==> src/rtl/pc_seq_pkg.sv <==
// Shared types and constants for the program-counter sequencer.
package pc_seq_pkg;

   // Sequencer control states
   typedef enum logic [1:0] {
      IDLE  = 2'd0,
      FETCH = 2'd1,
      EXEC  = 2'd2,
      HALT  = 2'd3
   } state_t;

   // Branch condition codes
   localparam logic [2:0] COND_NE = 3'd0;
   localparam logic [2:0] COND_EQ = 3'd1;
   localparam logic [2:0] COND_GT = 3'd2;
   localparam logic [2:0] COND_LT = 3'd3;
   localparam logic [2:0] COND_GE = 3'd4;
   localparam logic [2:0] COND_LE = 3'd5;
   localparam logic [2:0] COND_OV = 3'd6;
   localparam logic [2:0] COND_UN = 3'd7;

   // Bit positions inside the {N,V,Z} flag vector
   localparam int FLAG_N = 2;
   localparam int FLAG_V = 1;
   localparam int FLAG_Z = 0;

   // Opcode that stops the sequencer until reset
   localparam logic [3:0] HALT_OPC_DEF = 4'hF;

   // Evaluate a branch condition code against the current flags
   function automatic logic cond_true(input logic [2:0] cond, input logic [2:0] flags);
      logic n, v, z;
      n = flags[FLAG_N];
      v = flags[FLAG_V];
      z = flags[FLAG_Z];
      case (cond)
         COND_NE: cond_true = ~z;
         COND_EQ: cond_true = z;
         COND_GT: cond_true = ~z & ~n;
         COND_LT: cond_true = n;
         COND_GE: cond_true = z | ~n;
         COND_LE: cond_true = n | z;
         COND_OV: cond_true = v;
         default: cond_true = 1'b1;
      endcase
   endfunction

endpackage

==> src/rtl/pc_sequencer_if.sv <==
// Instruction-memory fetch bus between the sequencer and instruction memory.
interface pc_sequencer_if #(
   parameter int PC_W = 16
);
   logic            imem_req;
   logic [PC_W-1:0] imem_addr;
   logic            imem_rdy;
   logic [15:0]     imem_data;

   // Sequencer side: issues requests, receives instruction words
   modport master (
      output imem_req,
      output imem_addr,
      input  imem_rdy,
      input  imem_data
   );

   // Memory side: answers requests
   modport slave (
      input  imem_req,
      input  imem_addr,
      output imem_rdy,
      output imem_data
   );
endinterface

==> src/rtl/pc_next_calc.sv <==
// Combinational next-PC selection: sequential, PC-relative branch or register branch.
module pc_next_calc
   import pc_seq_pkg::*;
#(
   parameter int PC_W = 16
) (
   input  logic [PC_W-1:0] i_pc,
   input  logic            i_br_en,
   input  logic            i_breg_en,
   input  logic [2:0]      i_br_cond,
   input  logic [8:0]      i_br_imm,
   input  logic [PC_W-1:0] i_breg_target,
   input  logic [2:0]      i_flags,
   output logic [PC_W-1:0] o_pc_plus2,
   output logic [PC_W-1:0] o_next_pc,
   output logic            o_taken
);

   logic            w_cond;
   logic [PC_W-1:0] w_br_off;

   assign w_cond     = cond_true(i_br_cond, i_flags);
   // Word offset becomes a byte offset; sign extension happens through the signed size cast
   assign w_br_off   = PC_W'($signed({i_br_imm, 1'b0}));
   assign o_pc_plus2 = i_pc + PC_W'(2);
   assign o_taken    = (i_br_en | i_breg_en) & w_cond;

   // Register branch outranks PC-relative branch; both share the same condition
   always_comb begin
      o_next_pc = o_pc_plus2;
      if (i_breg_en && w_cond) begin
         o_next_pc = i_breg_target;
      end else if (i_br_en && w_cond) begin
         o_next_pc = o_pc_plus2 + w_br_off;
      end
   end

endmodule

==> src/rtl/pc_sequencer.sv <==
// Program-counter owner and fetch/execute sequencer for the 16-bit core.
module pc_sequencer
   import pc_seq_pkg::*;
#(
   parameter int              PC_W     = 16,
   parameter logic [PC_W-1:0] RESET_PC = '0,
   parameter logic [3:0]      HALT_OPC = HALT_OPC_DEF
) (
   input  logic            clk,
   input  logic            rst_n,
   pc_sequencer_if.master  imem,
   output logic            o_instr_vld,
   output logic [15:0]     o_instr_out,
   input  logic            i_stall,
   input  logic            i_br_en,
   input  logic            i_breg_en,
   input  logic [2:0]      i_br_cond,
   input  logic [8:0]      i_br_imm,
   input  logic [PC_W-1:0] i_breg_target,
   input  logic [2:0]      i_flags,
   output logic [PC_W-1:0] o_pc,
   output logic [PC_W-1:0] o_pc_plus2,
   output logic            o_halted,
   output logic            o_br_taken
);

   state_t          r_state;
   state_t          w_state_next;
   logic [PC_W-1:0] r_pc;
   logic [15:0]     r_instr;
   logic            r_halted;

   logic            w_req;
   logic            w_vld;
   logic            w_load_instr;
   logic            w_load_pc;
   logic            w_set_halt;
   logic [PC_W-1:0] w_next_pc;

   pc_next_calc #(.PC_W(PC_W)) u_next (
      .i_pc          (r_pc),
      .i_br_en       (i_br_en),
      .i_breg_en     (i_breg_en),
      .i_br_cond     (i_br_cond),
      .i_br_imm      (i_br_imm),
      .i_breg_target (i_breg_target),
      .i_flags       (i_flags),
      .o_pc_plus2    (o_pc_plus2),
      .o_next_pc     (w_next_pc),
      .o_taken       (o_br_taken)
   );

   // State register
   always_ff @(posedge clk or negedge rst_n) begin
      if (!rst_n) r_state <= IDLE;
      else        r_state <= w_state_next;
   end

   // Next-state and control strobes; stall freezes EXEC ahead of halt and branch
   always_comb begin
      w_state_next = r_state;
      w_req        = 1'b0;
      w_vld        = 1'b0;
      w_load_instr = 1'b0;
      w_load_pc    = 1'b0;
      w_set_halt   = 1'b0;
      case (r_state)
         IDLE: w_state_next = FETCH;
         FETCH: begin
            w_req = 1'b1;
            if (imem.imem_rdy) begin
               w_load_instr = 1'b1;
               w_state_next = EXEC;
            end
         end
         EXEC: begin
            w_vld = 1'b1;
            if (!i_stall) begin
               if (r_instr[15:12] == HALT_OPC) begin
                  w_set_halt   = 1'b1;
                  w_state_next = HALT;
               end else begin
                  w_load_pc    = 1'b1;
                  w_state_next = FETCH;
               end
            end
         end
         HALT:    w_state_next = HALT;
         default: w_state_next = IDLE;
      endcase
   end

   // Architectural registers: PC, held instruction, sticky halt
   always_ff @(posedge clk or negedge rst_n) begin
      if (!rst_n) begin
         r_pc     <= RESET_PC;
         r_instr  <= '0;
         r_halted <= 1'b0;
      end else begin
         if (w_load_instr) r_instr  <= imem.imem_data;
         if (w_load_pc)    r_pc     <= w_next_pc;
         if (w_set_halt)   r_halted <= 1'b1;
      end
   end

   assign imem.imem_req  = w_req;
   assign imem.imem_addr = r_pc;
   assign o_instr_vld    = w_vld;
   assign o_instr_out    = r_instr;
   assign o_pc           = r_pc;
   assign o_halted       = r_halted;

endmodule

==> src/flat_wrapper.sv <==
// flat-port wrapper written by rule: the top's interface ports become plain ports
module pc_sequencer_flat import pc_seq_pkg::*;
#(
   parameter int              PC_W     = 16,
   parameter logic [PC_W-1:0] RESET_PC = '0,
   parameter logic [3:0]      HALT_OPC = HALT_OPC_DEF
)
  (clk, rst_n, o_instr_vld, o_instr_out, i_stall, i_br_en, i_breg_en, i_br_cond, i_br_imm, i_breg_target, i_flags, o_pc, o_pc_plus2, o_halted, o_br_taken, imem_imem_req, imem_imem_addr, imem_imem_rdy, imem_imem_data);
  pc_sequencer_if #(.PC_W(PC_W)) imem_i ();
  input  logic clk;
  input  logic rst_n;
  output logic o_instr_vld;
  output logic [15:0] o_instr_out;
  input  logic i_stall;
  input  logic i_br_en;
  input  logic i_breg_en;
  input  logic [2:0] i_br_cond;
  input  logic [8:0] i_br_imm;
  input  logic [PC_W-1:0] i_breg_target;
  input  logic [2:0] i_flags;
  output logic [PC_W-1:0] o_pc;
  output logic [PC_W-1:0] o_pc_plus2;
  output logic o_halted;
  output logic o_br_taken;
  output wire logic [$bits(imem_i.imem_req)-1:0] imem_imem_req;
  output wire logic [$bits(imem_i.imem_addr)-1:0] imem_imem_addr;
  input wire logic [$bits(imem_i.imem_rdy)-1:0] imem_imem_rdy;
  input wire logic [$bits(imem_i.imem_data)-1:0] imem_imem_data;
  assign imem_imem_req = imem_i.imem_req;
  assign imem_imem_addr = imem_i.imem_addr;
  assign imem_i.imem_rdy = imem_imem_rdy;
  assign imem_i.imem_data = imem_imem_data;
  pc_sequencer #(.PC_W(PC_W), .RESET_PC(RESET_PC), .HALT_OPC(HALT_OPC)) u_core (.clk(clk), .rst_n(rst_n), .imem(imem_i), .o_instr_vld(o_instr_vld), .o_instr_out(o_instr_out), .i_stall(i_stall), .i_br_en(i_br_en), .i_breg_en(i_breg_en), .i_br_cond(i_br_cond), .i_br_imm(i_br_imm), .i_breg_target(i_breg_target), .i_flags(i_flags), .o_pc(o_pc), .o_pc_plus2(o_pc_plus2), .o_halted(o_halted), .o_br_taken(o_br_taken));
endmodule
==> config.mk <==
export PLATFORM = sky130hd
export DESIGN_NAME = pc_sequencer_flat
export DESIGN_NICKNAME = d
export VERILOG_FILES = /design/src/rtl/pc_seq_pkg.sv /design/src/rtl/pc_sequencer_if.sv /design/src/rtl/pc_next_calc.sv /design/src/rtl/pc_sequencer.sv /design/src/flat_wrapper.sv
export SDC_FILE = /design/constraint.sdc
export NUM_CORES = 1
export LEC_CHECK = 0
export CORE_ASPECT_RATIO = 1.2
export CORE_MARGIN = 2
export CORE_UTILIZATION = 35
export CTS_CLUSTER_DIAMETER = 120
export DETAILED_ROUTE_END_ITERATION = 12
export GPL_ROUTABILITY_DRIVEN = 0
export GPL_TIMING_DRIVEN = 0
export PLACE_DENSITY = 0.69
export SYNTH_ARGS = -nofsm -noshare
export SYNTH_HDL_FRONTEND = slang
export SYNTH_SLANG_ARGS = --single-unit
==> constraint.sdc <==
create_clock -name clk -period 8.75 [get_ports clk]
set_clock_uncertainty 0.15 [all_clocks]
set_input_delay 1.75 -clock clk [delete_from_list [all_inputs] [get_ports clk]]
set_output_delay 1.75 -clock clk [all_outputs]
set_load 0.02 [all_outputs]
==> impl_metrics.ini, run 1 <==
[status]
outcome = completed

[setup_path]
crit_path_end_kind = output pin
critical-path-top-cell-by-count = sky130_fd_sc_hd__clkdlybuf4s50_1
critPathRequiredTime_ns = 6.85
cp_slowest_cell = sky130_fd_sc_hd__clkdlybuf4s50_1
critical_path_peak_fanout = 5
worst-endpoint-arrival_ns = 4.08
startpoint_type = input port
setup.worst_path.class = input port to output pin
crit_chain = clkdlybuf4s50_1 -> a211oi_1 -> a311oi_2 -> nor3b_1 -> nor2_4 -> inv_2 -> clkdlybuf4s50_1
critical-path-max-stage-delay_ns = 0.61

[sta]
slew_headroom = 0.4163
min_period_ns = 5.978
whs_ns = 0.3050
finalHoldViolCount = 0
timing.setup.tns_ns = 0
setup_violations = 0
clock.fmax_mhz = 167.3
slew_violations = 0
rsz0062_at_grt = no
layout_worst_path_cycle_share = 0.6831
worst-slew-pin-transition_ns = 0.8688

[floorplanning]
chipHeight_um = 101.5
core_area_um2 = 7664
fp-row-count = 35
fp.dieW_um = 85.22
design.die.area_um2 = 8645
floorplan.initialDensity = 0.3615
num_io_pins = 121

[synthesis]
number_of_enable_flip_flop_cells_after_synthesis = 0
synthesized_netlist_net_count = 378
synth_seq_area_share = 0.3162
ys.warnings.count = 0
synth_area_per_cell_um2 = 9.053
yosys_register_bits = 35
synth_area_leader_cell = sky130_fd_sc_hd__dfrtp_1
synthesis.instances = 306
async_flop_share = 1.000
mappedNetlistArea_um2 = 2770
synth_top_area_frac = 0.3162
synth.area.top_cells = sky130_fd_sc_hd__dfrtp_1 (32%), sky130_fd_sc_hd__ha_1 (8.1%), sky130_fd_sc_hd__mux2_2 (6.5%), sky130_fd_sc_hd__buf_4 (4.6%), sky130_fd_sc_hd__xnor2_1 (4.4%)
postSynth.topFlopCell = sky130_fd_sc_hd__dfrtp_1
yosysUniqueCellTypes = 53

[power]
combPwrFrac = 0.698
power.static_leakage_nw = 1.841
seqPwrFrac = 0.208
switching_portion_of_total_power = 0.4410
power.ir.vdd_worst_mv = 0.1924
internal_power_mw = 0.8847
net_switching_mw = 0.6980
power.density_nw_per_um2 = 376.9
power_frac_clock = 0.095

[place]
place_hpwl_mm = 6.475
detailed_place.area_um2 = 4081
port_buffers = 120

[cts]
cts_buffers = 5
cts_post_setup_buffers_inserted = 0
cts-root-to-sink-buffers = 2
clk_transition_reported_paths_ns = 0.07
htreeDepth = 2
tritoncts = built
cts.hold.buffers_added = 0
ctsResizeCount = 0
clkSinkCount = 35
root_buffer = sky130_fd_sc_hd__clkbuf_8
clock_insertion_delay_worst_skew_ns = 0.29

[grt]
grt_first_pass_wirelength_mm = 12.77
use_met3 = 0.02200
globalRouteMet1Util = 0.2244
gr-total-overflow = 0
gr-usage-met2 = 0.3227
global_route.peak_usage_layer = met2
grt_antenna_before_repair = 0
overall_global_routing_resource_usage = 0.1805
grt_start_max_net_pins = 36
number_of_global_route_vias_before_repair = 2659

[route]
dr.first_iter.drc_count = 130
avgRoutedWirePerCell_um = 15.14
drt_drc_violations_left = 0
ant_nets = 0
num_vias = 2715
detailedRoute.firstPassIterationCount = 4
viasPerCell = 5.162
finalWirelength_mm = 7.962

[layout]
areaGrowthSynthToFinish_pct = 51.58
drive_gt1_frac = 0.1198
antenna_cells = 0
finish.net_count = 505
mostFrequentLayoutCell = sky130_fd_sc_hd__clkdlybuf4s50_1
final_util = 0.5479
fin_area_um2 = 4199
final_cell_mix = sky130_fd_sc_hd__clkdlybuf4s50_1 (119), sky130_fd_sc_hd__dfrtp_1 (35), sky130_fd_sc_hd__nand2_1 (27), sky130_fd_sc_hd__nor2_1 (23)

[min_path]
timing.hold.worst.class = flop to flop

[flow_run]
cap_violations = 0
[critical path: cells and delay by family]
| family | cells | cell delay, ns |
|---|---|---|
| AND/OR/NAND/NOR | 2 | 0.69 |
| buffers and inverters | 3 | 1.23 |
| AO/OA/AOI/OAI | 2 | 0.40 |
[power groups by stage]
stage	sequential, mW	combinational, mW	clock (mW)
global placement	0.329	1.09	0
global route	0.341	1.19	0.159
detailed placement	0.331	1.11	0
finish	0.329	1.10	0.150
floorplan	0.404	0.582	0
CTS	0.328	1.11	0.152
[worst paths after layout]
check                                                      from                               endpoint  slack, ns  cells after the start
setup / recovery                                   i_br_cond[1]                             o_br_taken       2.77                      7
hold / removal                      u_core.o_halted$_DFFE_PN0P_            u_core.o_halted$_DFFE_PN0P_       0.31                      1
setup reg to reg           u_core.imem.imem_addr[3]$_DFFE_PN0P_  u_core.imem.imem_addr[15]$_DFFE_PN0P_       5.14                     11
hold reg to reg                     u_core.o_halted$_DFFE_PN0P_            u_core.o_halted$_DFFE_PN0P_       0.31                      1
max in group asynchronous                                 rst_n      u_core.o_instr_out[3]$_DFFE_PN0P_       6.59                      1
min in group asynchronous                                 rst_n   u_core.imem.imem_addr[2]$_DFFE_PN0P_       1.38                      1
[cell usage after synthesis (2+ instances only)]
cell type                   n
sky130_fd_sc_hd__a211o_1    2
sky130_fd_sc_hd__a211oi_1   6
sky130_fd_sc_hd__a21o_1    11
sky130_fd_sc_hd__a21oi_1    7
sky130_fd_sc_hd__a22oi_1    2
sky130_fd_sc_hd__a31oi_1    6
sky130_fd_sc_hd__and3_1     4
sky130_fd_sc_hd__and4_1     2
sky130_fd_sc_hd__buf_2      3
sky130_fd_sc_hd__buf_4     17
sky130_fd_sc_hd__buf_6      2
sky130_fd_sc_hd__clkbuf_1   4
sky130_fd_sc_hd__dfrtp_1   35
sky130_fd_sc_hd__ha_1      18
sky130_fd_sc_hd__inv_1     11
sky130_fd_sc_hd__mux2_2    16
sky130_fd_sc_hd__mux2i_1    4
sky130_fd_sc_hd__nand2_1   27
sky130_fd_sc_hd__nand2b_1   5
sky130_fd_sc_hd__nand3_1    9
sky130_fd_sc_hd__nand4_1    3
sky130_fd_sc_hd__nor2_1    23
sky130_fd_sc_hd__nor2b_1    4
sky130_fd_sc_hd__nor3_1     4
sky130_fd_sc_hd__nor3b_1    2
sky130_fd_sc_hd__o211ai_1   4
sky130_fd_sc_hd__o21a_1     7
sky130_fd_sc_hd__o21ai_0   18
sky130_fd_sc_hd__o21bai_1   2
sky130_fd_sc_hd__o22ai_1    3
sky130_fd_sc_hd__o31a_1     2
sky130_fd_sc_hd__or3_1      3
sky130_fd_sc_hd__or3b_1     2
sky130_fd_sc_hd__xnor2_1   14
sky130_fd_sc_hd__xor2_1     6
[cells by family after synthesis]
kind of cell | count (synthesis) | synth area share
AND/OR/NAND/NOR | 92 | 0.1635
adder cells (fa/ha/maj) | 19 | 0.08853
AO/OA/AOI/OAI | 81 | 0.2037
XOR/XNOR | 20 | 0.06323
multiplexers | 21 | 0.08356
buffers and inverters | 38 | 0.08130
flip-flops | 35 | 0.3162
[metal layers]
layer / part of all wire / wire (um)
met5: 0 / 0
met4: 0.020 / 160
met3: 0.052 / 417
met2: 0.51 / 4098
met1: 0.41 / 3285
[flip-flops by register name, indices dropped and copies added, names as in the netlist]
name	flops
u_core.imem.imem_addr	16
u_core.o_halted	1
u_core.o_instr_out	16
u_core.r_state	2
[final cells by class]
cell class,instances,area [um^2]
timing repair buffer,120,1196
tap,92,115.1
multi-input combinational,233,1669
buffer,26,180.2
clock buffer,6,82.58
inverter,12,45.04
clock inverter,2,35.03
fill,697,3465
sequential,35,875.8
[through the flow]
stage	cells	worst slack, ns	power (mW)
CTS	526	2.776	1.590
finish	526	2.772	1.583
floorplan	306	3.992	0.9860
global route	526	2.623	1.692
detailed placement	518	2.778	1.437
global placement	518	2.812	1.420
Note: power is estimated with default switching activity, not from simulation.
==> run 2, diff against run 1 <==
- clock period: 8.75 -> 6.1 ns (I/O delays scaled with it)
==> results of run 2 <==
Same layout as run 1 (identical final DEF). Status: completed.
Main changes from that run: setup slack after placement 2.778 ns -> 1.188 ns; setup slack after layout 2.772 ns -> 1.182 ns; register-to-register setup slack 5.14 ns -> 2.49 ns; total power 1.583 mW -> 2.270 mW; worst IR drop on VDD 0.1924 mV -> 0.2760 mV
